File: src/rtl/id_stage_pipe.sv
// Instruction decode stage: register file with WB bypass, opcode decode, load-use bubbles, flush, sticky halt.
// Latency: one cycle from accepted instr to the ID/EX register outputs.
// Backpressure: id_ready drops on halt, load-use hazard, flush or a full ID/EX register with ex_ready low.

// Opcode decoder: maps instr[31:26] to the control bundle; unknown opcodes decode to all-zero controls.
module decoder (
   input  logic [5:0] opcode,
   output logic       writeRd,
   output logic       ldic,
   output logic       isSignEx,
   output logic       immed,
   output logic [3:0] alu_ctrl,
   output logic       isJump,
   output logic       isJR,
   output logic       rs_read,
   output logic       rt_read,
   output logic       mem_ren,
   output logic       mem_wen,
   output logic       lw,
   output logic       link,
   output logic       reg_wen,
   output logic       halt,
   output logic       strcnt,
   output logic       stpcnt,
   output logic       inc_instr
);
   localparam logic [5:0] OP_RTYPE  = 6'h00;
   localparam logic [5:0] OP_J      = 6'h02;
   localparam logic [5:0] OP_JAL    = 6'h03;
   localparam logic [5:0] OP_JR     = 6'h06;
   localparam logic [5:0] OP_ADDI   = 6'h08;
   localparam logic [5:0] OP_LDIC   = 6'h0F;
   localparam logic [5:0] OP_LW     = 6'h23;
   localparam logic [5:0] OP_SW     = 6'h2B;
   localparam logic [5:0] OP_STRCNT = 6'h30;
   localparam logic [5:0] OP_STPCNT = 6'h31;
   localparam logic [5:0] OP_HALT   = 6'h3F;

   // Per-opcode control table; ALU op for R-type is refined from funct in EX.
   always_comb begin
      writeRd   = 1'b0;
      ldic      = 1'b0;
      isSignEx  = 1'b0;
      immed     = 1'b0;
      alu_ctrl  = 4'h0;
      isJump    = 1'b0;
      isJR      = 1'b0;
      rs_read   = 1'b0;
      rt_read   = 1'b0;
      mem_ren   = 1'b0;
      mem_wen   = 1'b0;
      lw        = 1'b0;
      link      = 1'b0;
      reg_wen   = 1'b0;
      halt      = 1'b0;
      strcnt    = 1'b0;
      stpcnt    = 1'b0;
      inc_instr = 1'b0;
      case (opcode)
         OP_RTYPE: begin
            writeRd = 1'b1; rs_read = 1'b1; rt_read = 1'b1; reg_wen = 1'b1; inc_instr = 1'b1;
         end
         OP_ADDI: begin
            isSignEx = 1'b1; immed = 1'b1; alu_ctrl = 4'h1; rs_read = 1'b1;
            reg_wen = 1'b1; inc_instr = 1'b1;
         end
         OP_LW: begin
            isSignEx = 1'b1; immed = 1'b1; alu_ctrl = 4'h1; rs_read = 1'b1; mem_ren = 1'b1;
            lw = 1'b1; reg_wen = 1'b1; inc_instr = 1'b1;
         end
         OP_SW: begin
            isSignEx = 1'b1; immed = 1'b1; alu_ctrl = 4'h1; rs_read = 1'b1; rt_read = 1'b1;
            mem_wen = 1'b1; inc_instr = 1'b1;
         end
         OP_J: begin
            isJump = 1'b1; inc_instr = 1'b1;
         end
         OP_JAL: begin
            isJump = 1'b1; link = 1'b1; reg_wen = 1'b1; inc_instr = 1'b1;
         end
         OP_JR: begin
            isJR = 1'b1; rs_read = 1'b1; inc_instr = 1'b1;
         end
         OP_LDIC: begin
            ldic = 1'b1; immed = 1'b1; alu_ctrl = 4'h4; reg_wen = 1'b1; inc_instr = 1'b1;
         end
         OP_STRCNT: begin
            strcnt = 1'b1; inc_instr = 1'b1;
         end
         OP_STPCNT: begin
            stpcnt = 1'b1; inc_instr = 1'b1;
         end
         OP_HALT: begin
            halt = 1'b1;
         end
         default: ;
      endcase
   end
endmodule

module id_stage_pipe #(
   parameter int DATA_W   = 32,
   parameter int NREG     = 32,
   parameter int LINK_REG = NREG - 1,
   localparam int AW      = (NREG > 1) ? $clog2(NREG) : 1
) (
   input  logic              clk,
   input  logic              rst_n,
   input  logic [31:0]       instr,
   input  logic              instr_valid,
   output logic              id_ready,
   input  logic              flush,
   input  logic              reg_wen_wb,
   input  logic [AW-1:0]     waddr_wb,
   input  logic [DATA_W-1:0] wdata_wb,
   output logic              ex_valid,
   input  logic              ex_ready,
   output logic [DATA_W-1:0] rs_data,
   output logic [DATA_W-1:0] rt_data,
   output logic [AW-1:0]     rs_idx,
   output logic [AW-1:0]     rt_idx,
   output logic [AW-1:0]     dst_idx,
   output logic [22:0]       ctrl,
   output logic              halted
);
   localparam logic [AW-1:0] LINK_IDX = AW'(LINK_REG);

   // ctrl bit positions used by the hazard check
   localparam int C_LW      = 14;
   localparam int C_REG_WEN = 16;

   logic [DATA_W-1:0] regs [NREG];

   logic [AW-1:0]     rs_a, rt_a, rd_a, dst_nxt;
   logic [DATA_W-1:0] rs_rd, rt_rd;
   logic [22:0]       dec_ctrl;
   logic              hazard, slot_free, accept;
   logic              unused_bits;

   logic       d_writeRd, d_ldic, d_isSignEx, d_immed;
   logic [3:0] d_alu_ctrl;
   logic       d_isJump, d_isJR, d_rs_read, d_rt_read, d_mem_ren, d_mem_wen;
   logic       d_lw, d_link, d_reg_wen, d_halt, d_strcnt, d_stpcnt, d_inc_instr;

   assign rs_a = instr[21 +: AW];
   assign rt_a = instr[16 +: AW];
   assign rd_a = instr[11 +: AW];

   // Immediate/funct bits and unused high index bits are consumed downstream, not here.
   assign unused_bits = ^{instr[10:0], instr[25:11]};

   decoder u_decoder (
      .opcode    (instr[31:26]),
      .writeRd   (d_writeRd),
      .ldic      (d_ldic),
      .isSignEx  (d_isSignEx),
      .immed     (d_immed),
      .alu_ctrl  (d_alu_ctrl),
      .isJump    (d_isJump),
      .isJR      (d_isJR),
      .rs_read   (d_rs_read),
      .rt_read   (d_rt_read),
      .mem_ren   (d_mem_ren),
      .mem_wen   (d_mem_wen),
      .lw        (d_lw),
      .link      (d_link),
      .reg_wen   (d_reg_wen),
      .halt      (d_halt),
      .strcnt    (d_strcnt),
      .stpcnt    (d_stpcnt),
      .inc_instr (d_inc_instr)
   );

   assign dec_ctrl = {2'b00, d_inc_instr, d_stpcnt, d_strcnt, d_halt, d_reg_wen, d_link, d_lw,
                      d_mem_wen, d_mem_ren, d_rt_read, d_rs_read, d_isJR, d_isJump,
                      d_alu_ctrl, d_immed, d_isSignEx, d_ldic, d_writeRd};

   // Destination select: rd for R-type, link register for calls, rt otherwise.
   always_comb begin
      dst_nxt = rt_a;
      if (d_writeRd)   dst_nxt = rd_a;
      else if (d_link) dst_nxt = LINK_IDX;
   end

   // Operand read with r0 hardwired to zero and same-cycle WB write-through.
   always_comb begin
      rs_rd = '0;
      rt_rd = '0;
      if (rs_a != '0) begin
         if (reg_wen_wb && waddr_wb == rs_a) rs_rd = wdata_wb;
         else                                rs_rd = regs[rs_a];
      end
      if (rt_a != '0) begin
         if (reg_wen_wb && waddr_wb == rt_a) rt_rd = wdata_wb;
         else                                rt_rd = regs[rt_a];
      end
   end

   // Load-use: a load in ID/EX whose result is a source of the incoming instruction.
   always_comb begin
      hazard = ex_valid && ctrl[C_LW] && ctrl[C_REG_WEN] && (dst_idx != '0) &&
               ((d_rs_read && rs_a == dst_idx) || (d_rt_read && rt_a == dst_idx));
   end

   assign slot_free = !ex_valid || ex_ready;
   assign id_ready  = rst_n && !halted && !hazard && !flush && slot_free;
   assign accept    = instr_valid && id_ready;

   // Register file write port; r0 is never written.
   always_ff @(posedge clk or negedge rst_n) begin
      if (!rst_n) begin
         for (int i = 0; i < NREG; i++) regs[i] <= '0;
      end else if (reg_wen_wb && waddr_wb != '0) begin
         regs[waddr_wb] <= wdata_wb;
      end
   end

   // ID/EX register: flush beats accept beats bubble beats drain; otherwise hold.
   always_ff @(posedge clk or negedge rst_n) begin
      if (!rst_n) begin
         ex_valid <= 1'b0;
         ctrl     <= '0;
         rs_data  <= '0;
         rt_data  <= '0;
         rs_idx   <= '0;
         rt_idx   <= '0;
         dst_idx  <= '0;
      end else if (flush) begin
         ex_valid <= 1'b0;
         ctrl     <= '0;
      end else if (accept) begin
         ex_valid <= 1'b1;
         ctrl     <= dec_ctrl;
         rs_data  <= rs_rd;
         rt_data  <= rt_rd;
         rs_idx   <= rs_a;
         rt_idx   <= rt_a;
         dst_idx  <= dst_nxt;
      end else if (hazard && slot_free) begin
         ex_valid <= 1'b0;
         ctrl     <= '0;
      end else if (ex_ready) begin
         ex_valid <= 1'b0;
      end
   end

   // Sticky halt: set when a halt instruction is accepted, cleared only by reset.
   always_ff @(posedge clk or negedge rst_n) begin
      if (!rst_n)                halted <= 1'b0;
      else if (accept && d_halt) halted <= 1'b1;
   end
endmodule

File: config.mk
export PLATFORM = sky130hd
export DESIGN_NAME = id_stage_pipe
export DESIGN_NICKNAME = d
export VERILOG_FILES = /design/src/rtl/id_stage_pipe.sv
export SDC_FILE = /design/constraint.sdc
export NUM_CORES = 2
export LEC_CHECK = 0
export CORE_ASPECT_RATIO = 0.8
export CORE_UTILIZATION = 51
export CTS_CLUSTER_SIZE = 10
export DETAILED_ROUTE_END_ITERATION = 8
export GPL_TIMING_DRIVEN = 1
export PLACE_DENSITY_LB_ADDON = 0.08
export SETUP_SLACK_MARGIN = 0.02
export SYNTH_ARGS = -nofsm -noshare
export SYNTH_HDL_FRONTEND = slang
export SYNTH_HIERARCHICAL = 1
export SYNTH_SLANG_ARGS = --single-unit
File: constraint.sdc
create_clock -name clk -period 2.9 [get_ports clk]
set_clock_uncertainty 0.05 [all_clocks]
set_input_delay 0.29 -clock clk [delete_from_list [all_inputs] [get_ports clk]]
set_output_delay 0.29 -clock clk [all_outputs]
set_load 0.02 [all_outputs]
==> metrics <==
synthesis-to-layout area growth=15.9%; die height=306 um; synth warn=6; crit-path cells=or4_1 -> o2111ai_2 -> or2_4 -> and4_1 -> buf_2; Setup crit start kind=flip-flop; worst min path class=in -> async; top-count cell post-synth=dfrtp_1; max incr delay on CP=530 ps; Slew @ Worst Pin=1110 ps; FF-to-FF End=rt_data[16]; main area contributors after synthesis=dfrtp_1 (48%), mux2_2 (20%), mux4_2 (12%), mux2i_1 (6.5%), a22oi_1 (2.4%); CTS tree=built; initial antenna violation count=0; core area=114000 um2; CP max-delay cell=or4_1; Routed Antenna Nets=0; std cell rows=111; CTS HTree Levels=4; Fin. Hold Viols=0; Seq/Total Area, Yosys=0.479; Lkg Pwr=29.9 nW; Max-Cap Viols=0; CP bufs+invs=1; DR WL met3=15900 um; critical path class=reg -> out; Register-to-Register Path Depth=9; initial core utilization=0.514; global-route congestion overflow total=0; crit-path leading delay family=simple AND/OR/NAND/NOR gates; chip width=382 um; mean area per synthesized cell=14.0 um2; Routed WL per cell=33.4 um; EDFF count, synth=0; io pins=180; WHS=123 ps; via count=40156; crit path capture type=primary output; # fillers=9035; Final min period=2780 ps; count of cell types in the netlist=61; share of cells above drive strength 1=0.435; drt total wl=197000 um; final core occ=0.595; Metal-1 WL=86500 um; worst skew pair latency=760 ps; outcome=finished clean; PwrDens=669 nW/um2; DP HPWL=120000 um; Max Slew Vio Count=0; R2R setup slack=320 ps; Clk Tree Root Cell=clkbuf_16; Vias/cell=6.81; worst-path fanout max=5; final setup fails=0; highest layer used for signal routing=met4; ys flop type=dfrtp_1; CP arrival=2440 ps; CP required=2560 ps; Die ar.=117000 um2; DRC Markers=0; vias in the first global route=40293; flops & latches, synth=1126; worst r2r src=dst_idx[2]; first-pass GRT wire length=290000 um; CTS Buffer Depth=3; Worst-path clk slew=60 ps; Synth top area share=0.479; final worst-path cycle share=0.959; Nets=4416; ys async rst share=1.00; CTS sink count=1126; total CTS buffers=133; fmax=0.360 GHz; area leader, netlist=dfrtp_1; synthesized area=58800 um2; Worst VDD drop=0.505 mV; DR iter-0 viols=3854; largest net degree at the start of global routing=147; Final Wtd Congestion=0.847; list of most frequent post-synthesis cells=dfrtp_1 (1126), mux2_2 (1032), mux2i_1 (384), mux4_2 (321), clkbuf_1 (276); PortBufs=166; Cells after Synth=4197; DRT Pass-1 Iters=5; Max-slew headroom=0.257; Routed met2 length=88200 um; RSZ-0062 raised after global routing=no; Tot GR Track Use=0.341
==> stage by stage <==
step | TNS [ps] | setup slack [ps] | std cells | cell area [um2] | total power (W)
final | 0 | 120 | 5900 | 68100 | 0.0456
after global routing | 0 | 45.9 | 5899 | 68100 | 0.0475
after CTS | 0 | 48.9 | 5899 | 68100 | 0.0457
after detailed placement | -2060 | -109 | 5727 | 64400 | 0.0306
after global placement | -4100 | -163 | 5727 | 64400 | 0.0303
after floorplan | 0 | 635 | 4199 | 58800 | 0.0271
==> routing by layer <==
metal / vias up / track usage
li1: 16394 / -
met1: 21567 / 0.503
met2: 1816 / 0.505
met3: 379 / 0.0638
met4: 0 / 0.119
met5: - / 0
==> repair_timing <==
action                     in CTS  in global routing
hold endpoints to repair      300                  0
pin swaps                       3                  1
buffers inserted                2                  0
gates resized for setup        10                  0
setup endpoints to repair       1                  1
hold buffers                    2                  0
==> worst min-delay path, delay by kind of cell <==
kind	cells	cell delay [ps]
buffers and inverters	3	990
==> layout make-up <==
cell class                 count  area, um2  share of cell area
multi-input combinational   2587      28800               0.423
sequential                  1126      28200               0.414
timing repair buffer         488       5550              0.0814
clock buffer                 164       3630              0.0533
tap                         1525       1910              0.0280
clock inverter                 4       31.3            0.000459
inverter                       5       18.8            0.000275
antenna                        1       2.50           0.0000367
==> layout by cell type, fill, tap and decap left out, drive strengths merged, types with 2 or more instances in the layout <==
cell and n:
dfrtp 1126, mux2 1032, mux2i 384, buf 328
mux4 321, a22oi 188, clkbuf 165, clkdlybuf4s50 157
a21oi 106, nand3 68, o221ai 63, a221o 63
nand2 61, nor2 45, nor3 35, and2 34
and4 33, a221oi 31, a22o 23, xor2 16
o21ai 9, inv 8, nor3b 7, nor4 7
and3 7, nand3b 6, or2 5, xnor2 4
conb 4, nor2b 4, o21bai 4, and3b 3
nor4b 3, a211oi 2, nand4b 2, dlygate4sd3 2
nand2b 2, or3b 2, nand4 2
==> state kept, by name, summed over array words and instances (netlist names) <==
name,flops
dst_idx,5
ctrl,21
rt_idx,5
rt_data,32
rs_data,32
regs,1024
ex_valid,1
rs_idx,5
halted,1
==> cell families (layout without fill, tap and decap cells) <==
logic type | after synthesis | count (layout) | share of synthesized area
compound gates | 498 | 498 | 0.0639
xor+xnor | 20 | 20 | 0.00298
buf+inv | 486 | 661 | 0.0370
flops | 1126 | 1126 | 0.479
mux | 1737 | 1737 | 0.386
other cells | 2 | 5 | 0.000128
simple gates | 328 | 328 | 0.0311
==> how the worst max path moves through the flow <==
| stage | from | endpoint | slack [ps] | cells after the start |
|---|---|---|---|---|
| final | dst_idx[2] | id_ready | 120 | 5 |
| after global routing | dst_idx[2] | id_ready | 50 | 5 |
| after CTS | dst_idx[2] | id_ready | 50 | 5 |
| after detailed placement | instr[31] | id_ready | -110 | 9 |
| after global placement | instr[31] | id_ready | -160 | 9 |
| after floorplan | dst_idx[1] | rs_data[28] | 630 | 7 |
==> power breakdown <==
part	switching [W]	internal [W]	leakage (nW)
Clock	0.00646	0.00865	1.80
Combinational	0.00403	0.00548	13.7
Sequential	0.00230	0.0187	14.5
Total	0.0128	0.0328	29.9
Power figures use the tool's default switching activity.
